===== src/rtl/seq_restoring_divider.sv =====
// -----------------------------------------------------------------------------
// seq_restoring_divider
//
// Purpose:
//   Multi-cycle unsigned restoring divider. It computes
//     quotient  = dividend / divisor
//     remainder = dividend % divisor
//   and retires one quotient bit per clock. It is used by the arithmetic-encoder
//   datapath for range/probability normalisation. Both the operand side and the
//   result side use a valid/ready handshake, and only one operation is in
//   flight at a time.
//
// Parameters:
//   WIDTH        operand, quotient and remainder width in bits (>= 2)
//
// Ports:
//   clk          in   1      clock; all state changes on the rising edge
//   reset        in   1      asynchronous, active-high reset
//   in_valid     in   1      dividend/divisor valid
//   in_ready     out  1      block can accept an operation (high only in IDLE)
//   dividend     in   WIDTH  unsigned dividend, sampled on accept
//   divisor      in   WIDTH  unsigned divisor, sampled on accept
//   out_valid    out  1      quotient/remainder/div_by_zero valid (DONE state)
//   out_ready    in   1      consumer takes the result
//   quotient     out  WIDTH  unsigned quotient
//   remainder    out  WIDTH  unsigned remainder
//   div_by_zero  out  1      result came from divisor == 0
// -----------------------------------------------------------------------------
`timescale 1ns/1ps

module seq_restoring_divider #(
  parameter int WIDTH = 16
) (
  input  logic             clk,
  input  logic             reset,
  input  logic             in_valid,
  output logic             in_ready,
  input  logic [WIDTH-1:0] dividend,
  input  logic [WIDTH-1:0] divisor,
  output logic             out_valid,
  input  logic             out_ready,
  output logic [WIDTH-1:0] quotient,
  output logic [WIDTH-1:0] remainder,
  output logic             div_by_zero
);

  // Step counter only has to hold WIDTH-1, so clog2(WIDTH) bits are enough.
  localparam int CNT_W = (WIDTH > 2) ? $clog2(WIDTH) : 1;

  localparam logic [CNT_W-1:0] CNT_LAST  = CNT_W'(WIDTH - 1);
  localparam logic [CNT_W-1:0] CNT_ZERO  = {CNT_W{1'b0}};
  localparam logic [CNT_W-1:0] CNT_ONE   = {{(CNT_W-1){1'b0}}, 1'b1};
  localparam logic [WIDTH-1:0] ZERO_W    = {WIDTH{1'b0}};
  localparam logic [WIDTH-1:0] ONES_W    = {WIDTH{1'b1}};

  typedef enum logic [1:0] {
    ST_IDLE = 2'b00,
    ST_CALC = 2'b01,
    ST_DONE = 2'b10
  } state_t;

  // Architectural state.
  state_t           state_q,     state_d;
  logic [WIDTH-1:0] r_q,         r_d;       // partial remainder
  logic [WIDTH-1:0] q_q,         q_d;       // dividend shifting out / quotient shifting in
  logic [WIDTH-1:0] d_q,         d_d;       // captured divisor
  logic [CNT_W-1:0] cnt_q,       cnt_d;     // remaining restoring steps minus one
  logic             dbz_q,       dbz_d;     // divide-by-zero flag
  logic             in_ready_q,  in_ready_d;
  logic             out_valid_q, out_valid_d;

  // Restoring-step datapath: trial subtraction of the divisor from the
  // partial remainder with the next dividend bit shifted in.
  logic [WIDTH:0]   rem_shift_s;
  logic [WIDTH:0]   trial_s;
  logic             trial_neg_s;

  assign rem_shift_s = {r_q, q_q[WIDTH-1]};
  assign trial_s     = rem_shift_s - {1'b0, d_q};
  // Because R < D is maintained, {R, bit} < 2*D, so bit WIDTH of the
  // (WIDTH+1)-bit difference is a reliable sign bit.
  assign trial_neg_s = trial_s[WIDTH];

  // Next-state and datapath update for the IDLE / CALC / DONE controller.
  always_comb begin
    state_d = state_q;
    r_d     = r_q;
    q_d     = q_q;
    d_d     = d_q;
    cnt_d   = cnt_q;
    dbz_d   = dbz_q;

    case (state_q)
      ST_IDLE: begin
        if (in_valid) begin
          if (divisor == ZERO_W) begin
            // Divide by zero is resolved at the accept edge itself.
            r_d     = dividend;
            q_d     = ONES_W;
            d_d     = divisor;
            cnt_d   = CNT_ZERO;
            dbz_d   = 1'b1;
            state_d = ST_DONE;
          end else begin
            r_d     = ZERO_W;
            q_d     = dividend;
            d_d     = divisor;
            cnt_d   = CNT_LAST;
            dbz_d   = 1'b0;
            state_d = ST_CALC;
          end
        end else begin
          state_d = ST_IDLE;
        end
      end

      ST_CALC: begin
        if (trial_neg_s) begin
          // Restore: keep the shifted remainder, quotient bit 0.
          r_d = rem_shift_s[WIDTH-1:0];
          q_d = {q_q[WIDTH-2:0], 1'b0};
        end else begin
          r_d = trial_s[WIDTH-1:0];
          q_d = {q_q[WIDTH-2:0], 1'b1};
        end

        if (cnt_q == CNT_ZERO) begin
          state_d = ST_DONE;
        end else begin
          cnt_d   = cnt_q - CNT_ONE;
        end
      end

      ST_DONE: begin
        // Result held until the consumer takes it.
        if (out_ready) begin
          dbz_d   = 1'b0;
          state_d = ST_IDLE;
        end else begin
          state_d = ST_DONE;
        end
      end

      default: begin
        // Unreachable encoding: recover to IDLE with a clean result.
        r_d     = ZERO_W;
        q_d     = ZERO_W;
        cnt_d   = CNT_ZERO;
        dbz_d   = 1'b0;
        state_d = ST_IDLE;
      end
    endcase
  end

  // Handshake outputs are registered and decoded from the next state so they
  // line up exactly with the state register.
  always_comb begin
    in_ready_d  = 1'b0;
    out_valid_d = 1'b0;
    case (state_d)
      ST_IDLE: begin
        in_ready_d  = 1'b1;
        out_valid_d = 1'b0;
      end
      ST_CALC: begin
        in_ready_d  = 1'b0;
        out_valid_d = 1'b0;
      end
      ST_DONE: begin
        in_ready_d  = 1'b0;
        out_valid_d = 1'b1;
      end
      default: begin
        in_ready_d  = 1'b0;
        out_valid_d = 1'b0;
      end
    endcase
  end

  // State and datapath registers with asynchronous reset to an empty IDLE.
  always_ff @(posedge clk or posedge reset) begin
    if (reset) begin
      state_q     <= ST_IDLE;
      r_q         <= ZERO_W;
      q_q         <= ZERO_W;
      d_q         <= ZERO_W;
      cnt_q       <= CNT_ZERO;
      dbz_q       <= 1'b0;
      in_ready_q  <= 1'b1;
      out_valid_q <= 1'b0;
    end else begin
      state_q     <= state_d;
      r_q         <= r_d;
      q_q         <= q_d;
      d_q         <= d_d;
      cnt_q       <= cnt_d;
      dbz_q       <= dbz_d;
      in_ready_q  <= in_ready_d;
      out_valid_q <= out_valid_d;
    end
  end

  assign in_ready    = in_ready_q;
  assign out_valid   = out_valid_q;
  assign quotient    = q_q;
  assign remainder   = r_q;
  assign div_by_zero = dbz_q;

endmodule


===== config.mk =====
export PLATFORM = sky130hd
export DESIGN_NAME = seq_restoring_divider
export DESIGN_NICKNAME = d
export VERILOG_FILES = /design/src/rtl/seq_restoring_divider.sv
export SDC_FILE = /design/constraint.sdc
export NUM_CORES = 1
export LEC_CHECK = 0
export BUFFER_PORTS_ARGS = -buffer_cell sky130_fd_sc_hd__buf_2
export CORE_MARGIN = 3
export CORE_UTILIZATION = 62
export CTS_BUF_LIST = sky130_fd_sc_hd__clkbuf_8
export DETAILED_ROUTE_END_ITERATION = 12
export HOLD_SLACK_MARGIN = 0.15
export PLACE_DENSITY = 0.95
export SYNTH_ARGS = -nofsm -noshare
export SYNTH_HDL_FRONTEND = slang
export SYNTH_SLANG_ARGS = --single-unit
export TNS_END_PERCENT = 100

===== constraint.sdc =====
create_clock -name clk -period 4.4 [get_ports clk]
set_input_delay 0.22 -clock clk [delete_from_list [all_inputs] [get_ports clk]]
set_output_delay 0.22 -clock clk [all_outputs]
set_load 0.05 [all_outputs]

* Word level (Yosys, flattened, before mapping) *
Index checks and enable logic that the tools add are counted.

word-level totals
  flip-flop bits (word level) = 57
  input bits = 36
  output and inout bits = 35
  logic and storage cells = 49

operators by class
  $add $sub $neg = 2
  equal/unequal tests = 6
  muxes and demuxes = 23
  bitwise operators = 2
  reduce and logical (&&, ||, !) cells = 8

operators with widths
  cell                   count
  $pmux W16 S3           2
  $mux W16               5
  $sub A17 B16 Y17       1
  $logic_not A16 Y1      1
  $mux W4                3
  $pmux W4 S3            1
  $mux W2                4
  $mux W1                6
  $ne A2 B2 Y1 const B   3
  $pmux W2 S3            1
  $reduce_and A3 Y1      2
  $eq A2 B2 Y1 const B   2
  $logic_not A2 Y1       2
  $logic_not A4 Y1       1
  $reduce_and A2 Y1      2
  $sub A4 B1 Y4 const B  1
  $pmux W1 S3            1
  $eq A2 B1 Y1 const B   1
  $not A1 Y1             2

* Longest topological paths before layout *
Gate-level depths: netlist of run 1.

  depth in word-level cells = 6
  gate-level depth with buffers = 12
  mapped depth without buffers = 11

* Worst setup path after synthesis of run 1 *
No wires, ideal clock.

  path kind = reg-to-reg
  from = register q_q[15], in the netlist quotient[15]
  to = register r_q[9], in the netlist remainder[9]
  setup time = 0.095 ns
  arrival time = 2.793 ns
  required time = 4.305 ns
  path slack = 1.512 ns
  stages on the path, launching flop included = 13
  buffers on the path = 1
  period minus slack after synthesis = 2.888 ns
  path through = dfrtp_1 inv_1 ha_1 inv_1 fa_1 a211oi_1 o21ai_2 o2111ai_4 o311ai_4 xnor2_1 buf_6 a31oi_1 o31ai_1

between the ends
  longest elaborated chain between the ends = 3

RTL lines
  what                    line  source
  start, declared         65    logic [WIDTH-1:0] q_q, q_d;
  start signal, assigned  194   q_q <= q_d;
  $sub A17 B16 Y17        79    assign trial_s = rem_shift_s - {1'b0, d_q};
  $mux W16                118   if (trial_neg_s) begin
  $pmux W16 S3            93    case (state_q)
  end signal, assigned    193   r_q <= r_d;
  end, declared           64    logic [WIDTH-1:0] r_q, r_d;

Every way passes these cells.
A chain may end at the register's enable or synchronous reset.

* Worst setup path after layout of run 1 *
  from = register q_q[15], in the netlist quotient[15]
  to = register r_q[0], in the netlist remainder[0]

between the ends
  longest elaborated chain between the ends = 3

RTL lines
  what              line
  $sub A17 B16 Y17  79
  $mux W16 (*)      118
  $pmux W16 S3 (*)  93

Every way passes the cells marked *; elsewhere a longest branch is shown, timed or not.

==> results of run 1 <==
-- cells in the final DEF (no fill, tap or decap), types with 3 or more instances in the layout --
| master | Yosys | routed |
|---|---|---|
| buf_2 | 0 | 70 |
| dfrtp_1 | 56 | 56 |
| a21oi_1 | 47 | 47 |
| o21ai_0 | 46 | 46 |
| nand2_1 | 40 | 40 |
| inv_1 | 35 | 35 |
| dlygate4sd3_1 | 0 | 19 |
| nand3_1 | 18 | 18 |
| ha_1 | 18 | 18 |
| o211ai_1 | 16 | 16 |
| nor2_1 | 14 | 14 |
| and3_1 | 10 | 10 |
| clkbuf_8 | 0 | 10 |
| xnor2_1 | 9 | 9 |
| a31oi_1 | 8 | 8 |
| nand2b_1 | 7 | 7 |
| mux2i_1 | 7 | 7 |
| o31ai_1 | 6 | 6 |
| buf_4 | 0 | 6 |
| nor2b_1 | 5 | 5 |
| a21o_1 | 5 | 5 |
| o22ai_1 | 5 | 5 |
| nor4_1 | 4 | 4 |
| xor2_1 | 4 | 4 |
| bufinv_16 | 0 | 3 |
-- layer usage --
metal	routed length [um]	share of wire
met2	5687	0.48
met5	0	0
met1	4052	0.34
met4	801	0.068
met3	1308	0.11
-- area by class of cell --
| class | count | area [um2] | share of cell area |
|---|---|---|---|
| repair buffers | 95 | 585.6 | 0.1338 |
| clock buffers | 10 | 137.6 | 0.03144 |
| multi-input cells | 298 | 1902 | 0.4344 |
| well taps | 70 | 87.58 | 0.02001 |
| inverters | 35 | 131.4 | 0.03001 |
| clock inverters | 6 | 106.4 | 0.02429 |
| flip-flops and latches | 57 | 1428 | 0.3261 |
-- worst max-delay path: stages, from the launching register on --
cell	delay (ns)
dfrtp_1	0.40
inv_1	0.14
ha_1	0.21
inv_1	0.09
fa_1	0.44
a211oi_1	0.33
o21ai_2	0.16
o2111ai_4	0.27
o311ai_4	0.16
xor2_2	0.61
mux2i_1	0.20
a221o_1	0.37
-- cells by family after synthesis --
logic type               count (synthesis)
buffers and inverters                   58
XOR/XNOR                                14
AND/OR/NAND/NOR                        108
adder cells (fa/ha/maj)                 19
multiplexers                             9
AO/OA/AOI/OAI                          148
flip-flops                              57
-- stage by stage --
stage | hold slack, ns | instances
after floorplan | 0.3368 | 413
after global placement | 0.4399 | 536
after detailed placement | 0.4458 | 536
after CTS | 0.1507 | 571
after global routing | 0.1676 | 571
final | 0.1438 | 571
-- how the worst max path moves through the flow --
stage | end | start | cells after the start
3_5_place_dp | remainder[0] | quotient[15] | 11
3_3_place_gp | remainder[0] | quotient[15] | 11
4_1_cts | remainder[0] | quotient[15] | 11
6_report | remainder[0] | quotient[15] | 11
2_1_floorplan | remainder[9] | quotient[15] | 12
5_1_grt | remainder[0] | quotient[15] | 11
-- sequential cells by signal, summed over array words and instances (netlist names) --
name / flops
cnt_q: 4
d_q: 16
div_by_zero: 1
in_ready: 1
out_valid: 1
quotient: 16
remainder: 16
state_q: 2
-- timing repair --
item                                   in CTS  in global routing
endpoints found under the hold margin      74                  0
hold buffers                               19                  0
buffers inserted                            0                  0
==> impl_metrics.json, run 1 <==
{
  "status": "finished, final reports clean",
  "synthesis.area_um2": 3562,
  "rrSetupSlack_ns": 0.90,
  "std_cell_rows": 26,
  "die-area_um2": 6691,
  "synth_top_family_by_area": "compound AO/OA/AOI/OAI gates",
  "clockRootBuffer": "clkbuf_8",
  "dp_hpwl_mm": 7.102,
  "crit_type": "register to register",
  "crit_fanout": 11,
  "skew_ns": 0.005802,
  "first_pass_iters": 6,
  "fin_setup_tns_ns": 0,
  "placed_area_um2": 3944,
  "yosysTopAreaCell": "dfrtp_1",
  "async_flop_share": 1.000,
  "grt_antenna_before_repair": 0,
  "use_met2": 0.6090,
  "ys_seq_elements": 57,
  "cts_max_path_buffers": 2,
  "synth-xor-area-share": 0.03653,
  "use_met1": 0.4408,
  "seq_area_frac_synth": 0.4008,
  "post_drt_wl_per_cell_um": 20.75,
  "die_w_um": 81.80,
  "finalSetupViolCount": 0,
  "fin_crit_ns": 3.502,
  "synth.area.top_cells": "dfrtp_1 39%, a21oi_1 6.6%, o21ai_0 6.5%, ha_1 6.3%, nand2_1 4.2%",
  "grtUsageMet3": 0.08662,
  "tightest_slew_ns": 0.9765,
  "grt_pass1_wl_mm": 18.93,
  "vias": 3907,
  "synth-simple-area-share": 0.1468,
  "grt.total_usage": 0.3790,
  "min_period_over_period": 0.7958,
  "place.gp.congestion": 0.9218,
  "final_max_slew_viol_count": 0,
  "cts_buffers": 9,
  "fin_area_um2": 4378,
  "hold_viol": 0,
  "die-height_um": 81.80,
  "max_freq_ghz": 0.2856,
  "drc": 0,
  "num-nets-final": 551,
  "yosysTopAreaCellShare": 0.3934,
  "required_ns": 4.63,
  "cts_resized": 0,
  "critPathLaunchType": "register",
  "synth_most_common_cell": "dfrtp_1",
  "syn_nets": 468,
  "reg2reg_depth": 11,
  "fin_util": 0.8206,
  "antennaDiodeCount": 0,
  "drt_iter0_markers": 494,
  "h-tree-depth": 3,
  "grt_pass1_vias": 3816,
  "clk_pin_slew_worst_paths_ns": 0.07,
  "drive_above_1_share": 0.1996,
  "preCtsSetupSlack_ns": 1.201,
  "worstHoldStart": "dividend[4]",
  "holdPathStages": 3,
  "grt-busiest-layer": "met2",
  "start_util": 0.6677,
  "worst_slack_ns": 0.8983,
  "synth_fa_ha_area_frac": 0.06884,
  "postRouteAntennaNets": 0,
  "syn-mean-instance-area_um2": 8.625,
  "via_per_inst": 6.842,
  "drt_wl_total_mm": 11.85,
  "hold_path_class": "input port to register",
  "clock_latency_ns": 0.35,
  "endpoint_kind": "register",
  "cp.arrival_ns": 3.73,
  "rsz0062_at_grt": "false",
  "grt-ovfl-total": 0,
  "r2r-start": "quotient[15]",
  "ys_warn_count": 0,
  "timing.rr.end": "remainder[0]",
  "max_slew_margin": 0.3466,
  "synthDistinctLibCells": 47,
  "hold_path_end": "quotient[4]",
  "syn_to_final_growth_pct": 22.90,
  "syn-instance-count": 413,
  "synth-edff-count": 0,
  "synth_compound_gate_area_share": 0.2557,
  "fillers": 308,
  "grt_start_max_net_pins": 58,
  "port_buffers": 70,
  "synth_flop_cell": "dfrtp_1",
  "cts_tree": "built",
  "core-area_um2": 5335,
  "clkSinkCount": 57,
  "synth_mux_area_frac": 0.02599,
  "synth_common_cells": "56 x dfrtp_1, 47 x a21oi_1, 46 x o21ai_0, 40 x nand2_1, 35 x inv_1",
  "cap_violations": 0,
  "num_io_pins": 71
}
Power of run 1 is left out: the tool's default activity adds up to more than one toggle a clock period on the data nets, which glitch-free logic cannot reach.
==> run 2, diff against run 1 <==
ABC_AREA = 1   (was default)
CORE_UTILIZATION = 59   (was 62)
PLACE_DENSITY = 0.9   (was 0.95)
clock period = 3.3 ns   (was 4.4 ns; I/O delays follow)
==> run 2 against run 1 <==
Critical path depth grew 6; setup slack got worse by 0.16 ns; synthesized cell count is 41% higher; count of clock-buffer cells in the layout up 1; clock skew is 0.0070 ns higher; sequential share of layout area decreased by 3.2 points; flip-flop and latch count unchanged; worst hold slack improved by 0.0096 ns; design area grew 11%; non-clock buffer count fell by 5; die area is 19% higher; core utilization shrank 7.8 points.
==> impl_metrics.json, run 2 <==
{
  "status": "finished, final reports clean",
  "async_flop_share": 1.000,
  "clock_latency_ns": 0.34,
  "drt_iter0_markers": 463,
  "seq_area_frac_synth": 0.3487,
  "port_buffers": 70,
  "std_cell_rows": 29,
  "endpoint_kind": "register",
  "grt_start_max_net_pins": 47,
  "grt_pass1_wl_mm": 18.82,
  "synth_most_common_cell": "nand2_1",
  "required_ns": 3.57,
  "synth_common_cells": "197 x nand2_1, 87 x inv_1, 56 x dfrtp_1, 38 x nor2_1, 31 x nand3_1",
  "ys_warn_count": 0,
  "syn_nets": 638,
  "tightest_slew_ns": 0.9420,
  "synth-edff-count": 0,
  "post_drt_wl_per_cell_um": 15.73,
  "finalSetupViolCount": 0,
  "num_io_pins": 71,
  "vias": 4275,
  "syn-instance-count": 583,
  "die-area_um2": 7974,
  "die-height_um": 89.30,
  "critPathLaunchType": "register",
  "rsz0062_at_grt": "false",
  "postCtsSetupRepairBufs": 0,
  "cts_tree": "built",
  "clockRootBuffer": "clkbuf_8",
  "yosysTopAreaCellShare": 0.3423,
  "antennaDiodeCount": 0,
  "die_w_um": 89.30,
  "max_slew_margin": 0.3711,
  "clk_pin_slew_worst_paths_ns": 0.08,
  "syn_to_final_growth_pct": 18.49,
  "synth_flop_cell": "dfrtp_1",
  "final_max_slew_viol_count": 0,
  "fin_crit_ns": 2.559,
  "synthesis.area_um2": 4094,
  "drt_wl_total_mm": 11.76,
  "clkSinkCount": 57,
  "drc": 0,
  "dp_hpwl_mm": 8.497,
  "core-area_um2": 6531,
  "syn-mean-instance-area_um2": 7.022,
  "grt-ovfl-total": 0,
  "synth.area.top_cells": "dfrtp_1 34%, nand2_1 18%, inv_1 8.0%, ha_1 5.5%, nand3_1 3.8%",
  "ys_seq_elements": 57,
  "fin_setup_tns_ns": 0,
  "grt.total_usage": 0.3049,
  "crit_type": "register to register",
  "cts_max_path_buffers": 2,
  "postRouteAntennaNets": 0,
  "hold_path_class": "input port to register",
  "hold_viol": 0,
  "cp.arrival_ns": 2.83,
  "cts_buffers": 9,
  "drive_above_1_share": 0.1893,
  "start_util": 0.6268,
  "min_period_over_period": 0.7756,
  "synthDistinctLibCells": 36,
  "via_per_inst": 5.715,
  "first_pass_iters": 6,
  "fillers": 486,
  "layout_commonest_cell": "nand2_1",
  "max_freq_ghz": 0.3907,
  "yosysTopAreaCell": "dfrtp_1",
  "place.gp.congestion": 0.9387,
  "num-nets-final": 721,
  "grt_antenna_before_repair": 0,
  "skew_ns": 0.01285,
  "h-tree-depth": 3,
  "cap_violations": 0,
  "grt_pass1_vias": 4078,
  "crit_fanout": 17,
  "final_cell_mix": "197 x nand2_1, 87 x inv_1, 70 x buf_2"
}
[run 2: path summary, 6_finish.rpt]
check | start | endpoint | slack [ns] | depth (start not counted)
max in group asynchronous | reset | in_ready | 1.90 | 4
worst min-delay path | divisor[0] | d_q[0] | 0.15 | 3
min in group asynchronous | reset | d_q[1] | 0.58 | 3
worst max register to register | quotient[15] | remainder[13] | 0.74 | 17
worst min register to register | d_q[3] | d_q[3] | 0.49 | 2
worst max-delay path | quotient[15] | remainder[13] | 0.74 | 17
[run 2: kinds of logic after synthesis]
| logic type | share of synthesized area |
|---|---|
| AO/OA/AOI/OAI | 0.1143 |
| AND/OR/NAND/NOR | 0.3545 |
| adder cells (fa/ha/maj) | 0.05990 |
| buffers and inverters | 0.1076 |
| XOR/XNOR | 0.01498 |
| flip-flops | 0.3487 |
[run 2: repair_timing]
action | in CTS | in global routing
hold buffers | 16 | 0
hold endpoints to repair | 60 | 0
gates resized for setup | 0 | 0
[run 2: per-layer routing]
metal  GRT usage  share of wire  vias up
li1            -              -     2025
met1      0.3846           0.40     1964
met2      0.5030           0.48      224
met3     0.06820          0.073       62
met4      0.1313          0.044        0
met5           0              0        -
[run 2: stage by stage]
step | cells | hold slack (ns) | utilization | instance area (um2) | setup slack [ns]
after floorplan | 583 | 0.3304 | - | 4094 | 0.8859
after global placement | 716 | 0.4132 | 0.6830 | 4461 | 1.005
after detailed placement | 716 | 0.4151 | 0.6830 | 4461 | 0.8458
after CTS | 748 | 0.1519 | 0.7427 | 4851 | 0.7753
after global routing | 748 | 0.1688 | 0.7427 | 4851 | 0.5453
final | 748 | 0.1534 | 0.7427 | 4851 | 0.7407
[run 2: worst max-delay path: stages (launching register included)]
cell and delay [ns]:
dfrtp_1 0.40, inv_1 0.10, ha_1 0.15, inv_1 0.07, fa_1 0.43, nand2_1 0.11, nand2_1 0.06, nand3b_1 0.11
nand2_2 0.09, nand2_4 0.09, nand3_4 0.19, nand2_8 0.22, nand2_1 0.11, nand2_1 0.07, nand2_1 0.06, nand2_1 0.06
nand2_1 0.05, nand2_1 0.09
[run 2: final cells by class]
type	count	area (um2)	area share
multi-input combinational	420	2226	0.4589
sequential	57	1428	0.2943
timing repair buffer	90	540.5	0.1114
inverter	88	330.3	0.06809
clock buffer	11	151.4	0.03121
tap	77	96.34	0.01986
clock inverter	5	78.83	0.01625
Power of run 2 is left out for the same reason.
